`config.mk`:
```
export PLATFORM = sky130hd
export DESIGN_NAME = debounce_sync
export DESIGN_NICKNAME = d
export VERILOG_FILES = /design/src/rtl/debounce_sync.sv
export SDC_FILE = /design/constraint.sdc
export NUM_CORES = 1
export LEC_CHECK = 0
export CELL_PAD_IN_SITES_DETAIL_PLACEMENT = 0
export CELL_PAD_IN_SITES_GLOBAL_PLACEMENT = 2
export CORE_MARGIN = 2
export CORE_UTILIZATION = 31
export DETAILED_ROUTE_END_ITERATION = 8
export GPL_TIMING_DRIVEN = 0
export PLACE_DENSITY = 0.72
export SLEW_MARGIN = 20
export SYNTH_ARGS = -nofsm -noshare
export SYNTH_HDL_FRONTEND = slang
export SYNTH_SLANG_ARGS = --single-unit
export TNS_END_PERCENT = 5
```
`constraint.sdc`:
```
create_clock -name clk -period 2 [get_ports clk]
set_input_delay 0.3 -clock clk [delete_from_list [all_inputs] [get_ports clk]]
set_output_delay 0.3 -clock clk [all_outputs]
set_load 0.01 [all_outputs]
```
`src/rtl/debounce_sync.sv`:
```
// Two-flop synchronizer plus counter-qualified 4-state filter producing a clean level and edge pulses.
// Optional DEBOUNCE_GLITCH_CNT_EN adds a saturating 8-bit count of aborted waits.
module debounce_sync #(
   parameter int unsigned STABLE_CYCLES = 4,
   parameter int unsigned CNT_W         = 8
) (
   input  logic       clk,
   input  logic       rst,
   input  logic       d,
   output logic       q,
   output logic       rise,
   output logic       fall,
`ifdef DEBOUNCE_GLITCH_CNT_EN
   output logic [7:0] glitch_cnt,
`endif
   output logic       busy
);

   typedef enum logic [1:0] {
      StIdleLow  = 2'd0,
      StWaitHigh = 2'd1,
      StIdleHigh = 2'd2,
      StWaitLow  = 2'd3
   } state_e;

   localparam logic [CNT_W-1:0] CntLast = CNT_W'(STABLE_CYCLES - 1);
   localparam logic [CNT_W-1:0] CntOne  = CNT_W'(1);

   logic             sync1, sync2;
   logic             d_s;
   state_e           state_q, state_d;
   logic [CNT_W-1:0] cnt_q, cnt_d;
   logic             q_d, rise_d, fall_d, busy_d;
   logic             abort;

   assign d_s = sync2;

   always_ff @(posedge clk or posedge rst) begin
      if (rst) begin
         sync1 <= 1'b0;
         sync2 <= 1'b0;
      end else begin
         sync1 <= d;
         sync2 <= sync1;
      end
   end

   always_comb begin
      state_d = state_q;
      cnt_d   = cnt_q;
      q_d     = q;
      rise_d  = 1'b0;
      fall_d  = 1'b0;
      abort   = 1'b0;
      unique case (state_q)
         StIdleLow: begin
            if (d_s) begin
               state_d = StWaitHigh;
               cnt_d   = CntOne;
            end
         end
         StWaitHigh: begin
            // A return to the current level wins over a completing count.
            if (!d_s) begin
               state_d = StIdleLow;
               cnt_d   = '0;
               abort   = 1'b1;
            end else if (cnt_q == CntLast) begin
               state_d = StIdleHigh;
               cnt_d   = '0;
               q_d     = 1'b1;
               rise_d  = 1'b1;
            end else begin
               cnt_d = cnt_q + CntOne;
            end
         end
         StIdleHigh: begin
            if (!d_s) begin
               state_d = StWaitLow;
               cnt_d   = CntOne;
            end
         end
         StWaitLow: begin
            if (d_s) begin
               state_d = StIdleHigh;
               cnt_d   = '0;
               abort   = 1'b1;
            end else if (cnt_q == CntLast) begin
               state_d = StIdleLow;
               cnt_d   = '0;
               q_d     = 1'b0;
               fall_d  = 1'b1;
            end else begin
               cnt_d = cnt_q + CntOne;
            end
         end
         default: begin
            state_d = StIdleLow;
            cnt_d   = '0;
         end
      endcase
      busy_d = (state_d == StWaitHigh) || (state_d == StWaitLow);
   end

   always_ff @(posedge clk or posedge rst) begin
      if (rst) begin
         state_q <= StIdleLow;
         cnt_q   <= '0;
         q       <= 1'b0;
         rise    <= 1'b0;
         fall    <= 1'b0;
         busy    <= 1'b0;
      end else begin
         state_q <= state_d;
         cnt_q   <= cnt_d;
         q       <= q_d;
         rise    <= rise_d;
         fall    <= fall_d;
         busy    <= busy_d;
      end
   end

`ifdef DEBOUNCE_GLITCH_CNT_EN
   always_ff @(posedge clk or posedge rst) begin
      if (rst) begin
         glitch_cnt <= 8'd0;
      end else if (abort && (glitch_cnt != 8'hFF)) begin
         glitch_cnt <= glitch_cnt + 8'd1;
      end
   end
`else
   logic unused_abort;
   assign unused_abort = abort;
`endif

endmodule

```
==> results.rst <==
.. list-table::
   :header-rows: 1

   * - Metric
     - Value
   * - Max rail drop VDD
     - 0.6249 mV
   * - Count of state elements after synthesis
     - 16
   * - Max-slew violations
     - 0
   * - Number of placed cells counting well taps
     - 102
   * - Global-route wire length before repair
     - 2180 um
   * - Kind of end point of the critical path
     - flip-flop
   * - Die width
     - 52.43 um
   * - Starting density of the core
     - 0.3286
   * - Synth-to-layout area growth
     - 21.34%
   * - Total count of hold-check failures in the final report
     - 0
   * - HPWL Detailed
     - 902.8 um
   * - Setup total negative slack
     - 0 ps
   * - First-pass detailed-route iteration total
     - 4
   * - Routed vias
     - 513
   * - Result of the run
     - complete, no violations
   * - Final hold slack
     - 354.8 ps
   * - Placed Instance Area
     - 822.0 sq um
   * - Number of cell rows
     - 17
   * - Count of antenna-violating nets left after detailed routing
     - 0
   * - Power share of the clock group
     - 0.217
   * - Maximum number of pins on one net before global-route repair
     - 17
   * - Number of cells in the finished layout apart from fillers
     - 106
   * - Number of buffers created by CTS
     - 3
   * - Total number of H-tree levels
     - 1
   * - Maximum buffer depth of the clock tree
     - 2
   * - Number of maximum-capacitance violations
     - 0
   * - Seq pwr share
     - 0.447
   * - Place WS
     - -71.42 ps
   * - Clk pin slew, worst setup/hold paths
     - 100 ps
   * - Overall die area
     - 2748 sq um
   * - Worst endpoint data arrival time
     - 2090 ps
   * - Root cell of the clock tree
     - clkbuf_4
   * - CORE AREA
     - 2212 sq um
   * - Post-synthesis net count
     - 72
   * - Number of warning messages in the yosys log
     - 0
   * - Slew at the pin with the worst max-slew slack
     - 592.5 ps
   * - Drt via density
     - 4.840
   * - Initial antenna violation count
     - 0
   * - Count of antenna diodes in the layout
     - 0
   * - Average cell area after synthesis
     - 10.69 sq um
   * - Total global routing track utilization
     - 0.1110
   * - Share of the cycle needed by the critical path after routing
     - 0.9620
   * - Final count of negative-setup-slack endpoints
     - 0
   * - Cell types occupying the most area after synthesis
     - dfrtp_1 (55%), o21ai_0 (4.1%), nand3_1 (2.8%)
   * - Post-layout power
     - 0.9731 mW
   * - Worst hold path class
     - flip-flop to flip-flop
   * - Weighted congestion reported at the end of routability-driven placement
     - 0.7231
   * - Number of library cell types mapped by synthesis
     - 30
   * - 1st-iter DRT viols
     - 10
   * - Highest clock frequency the design can meet
     - 519.7 MHz
   * - Minimum period implied by the final worst setup slack
     - 1924 ps
   * - Number of standard cells after synthesis
     - 68
   * - Vias in the first global route
     - 496
   * - Power density over the cells
     - 1103 nW/um^2
   * - Num ports
     - 7
   * - Setup repair after global routing missed its margin
     - no
   * - Remaining routing DRC violations
     - 0
   * - CP Class
     - flip-flop to flip-flop
   * - Final core utilization
     - 0.3988
   * - Worst setup skew after layout
     - 9.572 ps
   * - Fraction of power consumed by combinational cells
     - 0.336
   * - CP Max Fanout
     - 7
   * - Nature of the critical path startpoint
     - flip-flop
   * - Slew margin rel.
     - 0.6046
   * - Switch Pwr
     - 0.3129 mW
   * - Sw Share
     - 0.3216
   * - Routed wire length
     - 1252 um
   * - Share of the synthesized area in the top cell type
     - 0.5508
   * - Leak
     - 0.4169 nW
   * - Cell Int Power
     - 0.6602 mW
   * - Vertical extent of the die
     - 52.43 um
   * - Net count of the finished layout
     - 83
   * - Sinks on Clock Net
     - 16
   * - Clock tree from TritonCTS
     - yes
   * - Quantity of I/O buffers inserted on ports
     - 6
   * - Data required time at the worst endpoint
     - 2170 ps
   * - Worst setup slack after layout
     - 75.99 ps
   * - Final cell area excluding filler cells
     - 882.1 sq um
   * - Proportion of synthesized chip area in sequential cells
     - 0.5508
   * - Worst-Skew Late Latency
     - 280 ps
   * - Area of the mapped netlist
     - 726.9 sq um
   * - Cell type contributing the most total cell area after synthesis
     - dfrtp_1
   * - Avg WL per Cell
     - 11.81 um
   * - Global-route congestion overflow total
     - 0
   * - Share of post-route cells with drive strength above 1
     - 0.2051
==> placed cells by master (no fill, tap or decap), drive strengths merged, types with 3 or more instances in the layout <==
cell type	netlist	final
dfrtp	16	16
o21ai	6	6
clkdlybuf4s50	0	6
inv	5	5
nand2	4	4
nand3	4	4
clkbuf	0	4
or3	4	4
and3	3	3
and2	3	3
==> path summary, 6_finish.rpt <==
path	startpoint	to	cells past startpoint	slack, ps
max	cnt_q[5]	cnt_q[0]	4	80
min	sync1	d_s	0	350
max reg2reg	cnt_q[5]	cnt_q[0]	4	80
min reg2reg	sync1	d_s	0	350
max in group asynchronous	rst	cnt_q[1]	2	1230
min in group asynchronous	rst	cnt_q[7]	2	380
==> cell usage after synthesis <==
master	number
and4_2	1
a21oi_1	1
and2_2	1
nand2b_1	1
nor2_1	2
and3_1	2
a2bb2oi_1	1
dfrtp_1	16
buf_2	1
a22o_1	2
and2_1	1
nor3_1	2
nor2b_1	2
nor3b_1	2
a21o_1	1
mux2_2	1
or3_2	1
xor2_1	1
nand2_1	4
nand3_1	4
or3_1	3
a211o_2	1
ha_1	1
o21ai_0	6
and2_4	1
a21o_2	1
inv_1	5
and3_2	1
o211ai_1	1
or4b_1	1
==> layout make-up <==
| class | count | area (sq um) |
|---|---|---|
| Timing Repair Buffer | 7 | 67.56 |
| Fill cell | 230 | 1330 |
| Multi-Input combinational cell | 46 | 324.1 |
| Tap cell | 28 | 35.03 |
| Inverter | 5 | 18.77 |
| Sequential cell | 16 | 400.4 |
| Clock buffer | 4 | 36.28 |
==> power by group through the flow <==
stage	clock network, mW	registers [mW]	logic, mW
detailed placement	0	0.436	0.301
CTS	0.223	0.427	0.327
finish	0.211	0.435	0.327
global route	0.239	0.442	0.379
global placement	0	0.434	0.306
floorplan	0	0.437	0.205
==> sequential cells by signal, summed over array words and instances (netlist names) <==
name     flops
d_s          1
busy         1
sync1        1
cnt_q        8
state_q      2
q            1
fall         1
rise         1
==> what timing repair did <==
| item | 4_1_cts | 5_1_grt |
|---|---|---|
| endpoints found under the setup margin | 1 | 1 |
| buffers inserted | 1 | 0 |
| gates resized for setup | 3 | 1 |
| pin swaps | 1 | 2 |
| hold buffers | 0 | 0 |
==> routing by layer <==
layer | global-route usage | part of all wire | vias up | wire [um]
li1 | - | - | 264 | -
met1 | 0.1486 | 0.52 | 241 | 656
met2 | 0.1688 | 0.43 | 6 | 536
met3 | 0.02571 | 0.034 | 2 | 43
met4 | 0.05128 | 0.011 | 0 | 14
met5 | 0 | 0 | - | 0
==> critical path: stages (launching register included) <==
cell and delay, ps:
dfrtp_1 450, or4b_4 560, or3_4 380, and2_4 170, mux2_2 250
==> logic make-up after synthesis <==
group | after synthesis | synth area share
adder cells (fa/ha/maj) | 1 | 0.01721
multiplexers | 1 | 0.01549
AND/OR/NAND/NOR | 29 | 0.2410
buffers and inverters | 6 | 0.03270
AO/OA/AOI/OAI | 14 | 0.1308
XOR/XNOR | 1 | 0.01205
flip-flops | 16 | 0.5508
(Power assumes the default switching activity.)
